### src/rtl/wb_arbiter_2m.sv
// wb_arbiter_2m: two-master, one-slave Wishbone arbiter with a per-access timeout.
//
// The two masters (m0, m1) share one slave. Only one master owns the bus at a
// time. Ownership lasts for the owner's whole bus cycle (cyc high), and
// ownership alternates round-robin when both masters request together.
// ack, read data and err are returned to the owner only.
// If a strobed access waits TIMEOUT_CYCLES cycles without an ack, the owner
// gets a one-cycle err pulse. This covers accesses to addresses the slave
// never acks.
//
// Ports:
//   wb_clk_i, wb_rst_n_i          clock, asynchronous active-low reset
//   m0_* / m1_*                   master cyc/stb/we/adr/dat in; ack/err/dat out
//   s_cyc_o .. s_dat_o            request muxed from the owner to the slave
//   s_ack_i, s_sta_i, s_dat_i     slave ack, stall and read data
//   grant_o                       one-hot owner {m1, m0}; 00 when idle
//
// Handshake: a slave access is in flight while s_cyc_o & s_stb_o.
// Each cycle with s_ack_i high completes one access for the owner.
// The state is visible on grant_o: 00=IDLE, 01=OWN0, 10=OWN1.
module wb_arbiter_2m #(
  parameter int TIMEOUT_CYCLES = 16
) (
  input  logic        wb_clk_i,
  input  logic        wb_rst_n_i,
  input  logic        m0_cyc_i,
  input  logic        m0_stb_i,
  input  logic        m0_we_i,
  input  logic [31:0] m0_adr_i,
  input  logic [31:0] m0_dat_i,
  output logic        m0_ack_o,
  output logic        m0_err_o,
  output logic [31:0] m0_dat_o,
  input  logic        m1_cyc_i,
  input  logic        m1_stb_i,
  input  logic        m1_we_i,
  input  logic [31:0] m1_adr_i,
  input  logic [31:0] m1_dat_i,
  output logic        m1_ack_o,
  output logic        m1_err_o,
  output logic [31:0] m1_dat_o,
  output logic        s_cyc_o,
  output logic        s_stb_o,
  output logic        s_we_o,
  output logic [31:0] s_adr_o,
  output logic [31:0] s_dat_o,
  input  logic        s_ack_i,
  input  logic        s_sta_i,
  input  logic [31:0] s_dat_i,
  output logic [1:0]  grant_o
);

  localparam int CNT_W = $clog2(TIMEOUT_CYCLES + 1);
  localparam logic [CNT_W-1:0] CNT_LAST = CNT_W'(TIMEOUT_CYCLES - 1);

  typedef enum logic [1:0] {
    IDLE = 2'd0,
    OWN0 = 2'd1,
    OWN1 = 2'd2
  } state_t;

  state_t           state_q, state_d;
  logic             last_owner_q, last_owner_d;
  logic [CNT_W-1:0] cnt_q, cnt_d;
  logic             err_q, err_d;
  logic             own0, own1;
  logic             own_cyc, own_stb;
  logic             waiting;

  assign own0 = (state_q == OWN0);
  assign own1 = (state_q == OWN1);

  // A stalled cycle is still a cycle without an ack.
  // An ack always ends the wait, even when the same cycle is stalled.
  assign waiting = (s_sta_i | ~s_ack_i) & ~s_ack_i;

  always_ff @(posedge wb_clk_i or negedge wb_rst_n_i) begin
    if (!wb_rst_n_i) begin
      state_q      <= IDLE;
      last_owner_q <= 1'b1;   // m0 wins the first tie after reset
      cnt_q        <= '0;
      err_q        <= 1'b0;
    end else begin
      state_q      <= state_d;
      last_owner_q <= last_owner_d;
      cnt_q        <= cnt_d;
      err_q        <= err_d;
    end
  end

  // Next-state logic. A release always passes through IDLE,
  // so two owners are separated by at least one idle cycle.
  always_comb begin
    state_d      = state_q;
    last_owner_d = last_owner_q;
    unique case (state_q)
      IDLE: begin
        if (m0_cyc_i && m1_cyc_i) state_d = last_owner_q ? OWN0 : OWN1;
        else if (m0_cyc_i)        state_d = OWN0;
        else if (m1_cyc_i)        state_d = OWN1;
      end
      OWN0: begin
        if (!m0_cyc_i) begin
          state_d      = IDLE;
          last_owner_d = 1'b0;
        end
      end
      OWN1: begin
        if (!m1_cyc_i) begin
          state_d      = IDLE;
          last_owner_d = 1'b1;
        end
      end
      default: state_d = IDLE;
    endcase
  end

  // Timeout counter. It counts only while an owned strobe is waiting.
  // Any other cycle clears it, and so does the err pulse itself.
  // This means a master that keeps stb high after an err is timed again from 0.
  always_comb begin
    cnt_d = '0;
    err_d = 1'b0;
    if (own_cyc && own_stb && !err_q && waiting) begin
      if (cnt_q == CNT_LAST) err_d = 1'b1;
      else                   cnt_d = cnt_q + CNT_W'(1);
    end
  end

  // Request mux toward the slave and the return path toward the masters.
  always_comb begin
    own_cyc  = 1'b0;
    own_stb  = 1'b0;
    s_we_o   = 1'b0;
    s_adr_o  = '0;
    s_dat_o  = '0;
    m0_dat_o = '0;
    m1_dat_o = '0;
    if (own0) begin
      own_cyc  = m0_cyc_i;
      own_stb  = m0_stb_i;
      s_we_o   = m0_we_i;
      s_adr_o  = m0_adr_i;
      s_dat_o  = m0_dat_i;
      m0_dat_o = s_dat_i;
    end else if (own1) begin
      own_cyc  = m1_cyc_i;
      own_stb  = m1_stb_i;
      s_we_o   = m1_we_i;
      s_adr_o  = m1_adr_i;
      s_dat_o  = m1_dat_i;
      m1_dat_o = s_dat_i;
    end
  end

  assign s_cyc_o  = own_cyc;
  assign s_stb_o  = own_stb & ~err_q;   // no strobe in the err cycle
  assign m0_ack_o = s_ack_i & own0;
  assign m1_ack_o = s_ack_i & own1;
  // If the owner has already dropped cyc, the err is not delivered.
  assign m0_err_o = err_q & own0 & m0_cyc_i;
  assign m1_err_o = err_q & own1 & m1_cyc_i;
  assign grant_o  = {own1, own0};

endmodule

### config.mk
export PLATFORM = sky130hd
export DESIGN_NAME = wb_arbiter_2m
export DESIGN_NICKNAME = d
export VERILOG_FILES = /design/src/rtl/wb_arbiter_2m.sv
export SDC_FILE = /design/constraint.sdc
export NUM_CORES = 1
export LEC_CHECK = 0
export ABC_AREA = 1
export CORE_AREA = 4 4 117 119
export CTS_BUF_LIST = sky130_fd_sc_hd__clkbuf_4
export DETAILED_ROUTE_END_ITERATION = 10
export DIE_AREA = 0 0 121 123
export PLACE_DENSITY = 0.58
export SKIP_LAST_GASP = 1
export SLEW_MARGIN = 10
export SYNTH_ARGS = -nofsm -noshare
export SYNTH_HDL_FRONTEND = slang
export SYNTH_SLANG_ARGS = --single-unit
### constraint.sdc
create_clock -name wb_clk_i -period 2.15 [get_ports wb_clk_i]
set_input_delay 0.215 -clock wb_clk_i [delete_from_list [all_inputs] [get_ports wb_clk_i]]
set_output_delay 0.215 -clock wb_clk_i [all_outputs]
set_load 0.02 [all_outputs]
==> results.md <==
* Status: complete, no violations
* Initial Util at about an eighth
* I/O Buffers at 305
* Critical setup path kind: register to output pin
* Iteration-0 DRC Markers at 133
* Final Instance Area at 4750 um2
* Area growth syn-to-layout at 207%
* Via density at 4.07
* FP Rows at 41
* CP endpoint kind: output pin
* Dpl cells at between 700 and 800
* Clk_skew at 0.00281 ns
* Final setup fails at 0
* Post-Syn Area at 1540 um2
* Measured slew at the worst slew-check pin at around 0.39 ns
* Share of the synthesized area in the top cell type at between 30 and 40%
* Setup TNS at 0 ns
* Min-delay worst type: input port to async pin
* Finished Layout Cells at about 710
* Slew headroom at around three quarters
* CTS Root Cell: clkbuf_4
* RSZ-0062 raised after global routing: no
* Achievable Freq at a little under 500 MHz
* Sequential area share after synthesis at 14.7%
* Async SR Flop Fraction at 100%
* Max_cap viols at 0
* CTS H-tree lvls at 1
* Global-route wire length before repair at 17.1 mm
* Cell with the most instances after synthesis: nor2_1
* Die Wd at ~120 um
* Worst IR Drop VDD at 0.449 mV
* Setup crit start kind: register
* Pleak at roughly 2.4 nW
* Final ANT Viol Nets at 0
* DRC Markers at 0
* Synth area leader: a22o_1
* Vias in the first global route at 3049
* Crit path max fanout at 32
* Largest cells by area after synthesis: a22o_1 (37%), nor2_1 (18%), dfrtp_1 (13%)
* Delay-heaviest family, CP: buffers and inverters
* Clock Latency Late Sink at approximately 0.26 ns
* Cell count after synthesis at 242
* Min cycle time layout at 2.08 ns
* Final WL at ~12 mm
* Mapped Avg Cell Area at approximately 6.4 um2
* Post-layout net count at 709
* Post-DP HPWL at approximately 10 mm
* Area after DPL at about 4800 um2
* Library cells used by synthesis at 20
* Critical path's slowest cell: clkdlybuf4s50_1
* Cell Chain, Critical Path: inv_2 -> nand2_4 -> buf_4 -> nor2_1 -> clkdlybuf4s50_1
* CTS hold repair buffers at 0
* Antenna violations before repair at 0
* Commonest cells in the netlist: nor2_1 (76), a22o_1 (65), inv_1 (38)
* Final Cycle Share at 96.7%
* Grt ovf at 0
* Placeable Area at 12600 um2
* Synth warn at 0
* PD cells at 1040 nW/um2
* Yosys reg bits at 9
* GRT Resource Usage Total at approximately 15%
* Layout cell share with drive strength beyond 1 at 3.91%
* Post-synth EDFFs at 0
* Clk slew on worst S/H paths at about 0.060 ns
* Bufs and invs on worst path at 3
* Largest net degree at the start of global routing at 55
* # diodes at 0
* Detailed-route wire length per cell at roughly 17 um
* IO Count at 307
* Drt pass-1 iters at 4
* Main synth FF type: dfrtp_1
* Die H at between 100 and 150 um
* Max Slew Vio Count at 0
* CTS tree: yes
* Clk sinks at 9
* Die area at 14900 um2
* Vias at 2886
* Worst EP required at 1.93 ns
* Clock tree buffer depth at 2
* Syn_nets at 413
* Max stage delay on crit path at 0.63 ns
* CP Data Arrival Time at 1.86 ns
* Hold Fails Final Rpt at 0
* PnR Total Power at 4.92 mW
* Routability cong. at 0.825
* CTS Buf Count at 3
[report_power, final]
part / internal (mW) / switching, mW
logic: 2.00 / 2.54
registers: 0.206 / 0.0327
clock network: 0.0839 / 0.0553
[worst paths after layout]
path | start | endpoint | slack [ns] | depth (start not counted)
min in group wb_clk_i | last_owner_q | last_owner_q | 0.50 | 2
max | state_q[1] | m0_dat_o[21] | 0.07 | 5
min reg2reg | last_owner_q | last_owner_q | 0.50 | 2
min | wb_rst_n_i | cnt_q[4] | 0.25 | 1
max reg2reg | state_q[0] | cnt_q[3] | 0.91 | 5
max in group asynchronous | wb_rst_n_i | last_owner_q | 1.59 | 1
[cell families (layout without fill, tap and decap cells)]
group           count (synthesis)  in the layout  synth area share (%)
flops                           9              9                  14.7
compound gates                 73             73                  39.6
simple gates                   94             94                  24.7
xor+xnor                        1              1                 0.567
buf+inv                        64            359                  19.6
fa+ha+maj                       1              1                 0.810
[flip-flops by register name (all words and copies together) (netlist names)]
| signal | cells |
|---|---|
| cnt_q | 5 |
| state_q | 2 |
| err_q | 1 |
| last_owner_q | 1 |
[metal layers]
metal  track usage [%]  vias up  routed length [um]
met5                 0        -                   0
met4              2.34        0                 116
met3              4.94        8                1440
met2              25.6      185                5860
met1              18.2     1290                4890
li1                  -     1403                   -
[cells in the final DEF, fill, tap and decap left out, types with 4 or more instances in the layout]
cell and n:
buf_12 4, buf_4 5, inv_2 4, clkbuf_4 4
dfrtp_1 8, nand3_1 7, clkdlybuf4s50_1 231, nand2_1 7
inv_1 38, o21ai_0 5, dlymetal6s2s_1 9, a22o_1 65
nor2_1 76, dlygate4sd2_1 64
[through the flow]
| step | hold WS, ns | util (%) | setup WS [ns] |
|---|---|---|---|
| after floorplan | -0.0806 | - | 0.744 |
| after global placement | 0.496 | 38.0 | 0.185 |
| after detailed placement | 0.500 | 38.0 | 0.184 |
| after CTS | 0.257 | 37.6 | 0.00682 |
| after global routing | 0.291 | 37.8 | 0.000451 |
| final | 0.246 | 37.8 | 0.0708 |
[worst register-to-register path, stage by stage (launching register included)]
cell     delay (ns)
dfrtp_1        0.44
inv_2          0.12
nand3_1        0.15
a21oi_1        0.16
nand2_1        0.16
nor2_1         0.14
[cell type report]
| class | instances | area, um2 |
|---|---|---|
| Clock buffer | 4 | 30.0 |
| Timing Repair Buffer | 313 | 3100 |
| Inverter | 42 | 158 |
| Fill cell | 1326 | 7820 |
| Multi-Input combinational cell | 169 | 1010 |
| Sequential cell | 9 | 226 |
| Tap cell | 172 | 215 |
[repair_timing]
item | CTS | global route
endpoints found under the hold margin | 0 | 0
setup endpoints to repair | 64 | 9
buffers inserted | 0 | 0
gates resized for setup | 64 | 9
Note: power is estimated with default switching activity, not from simulation.
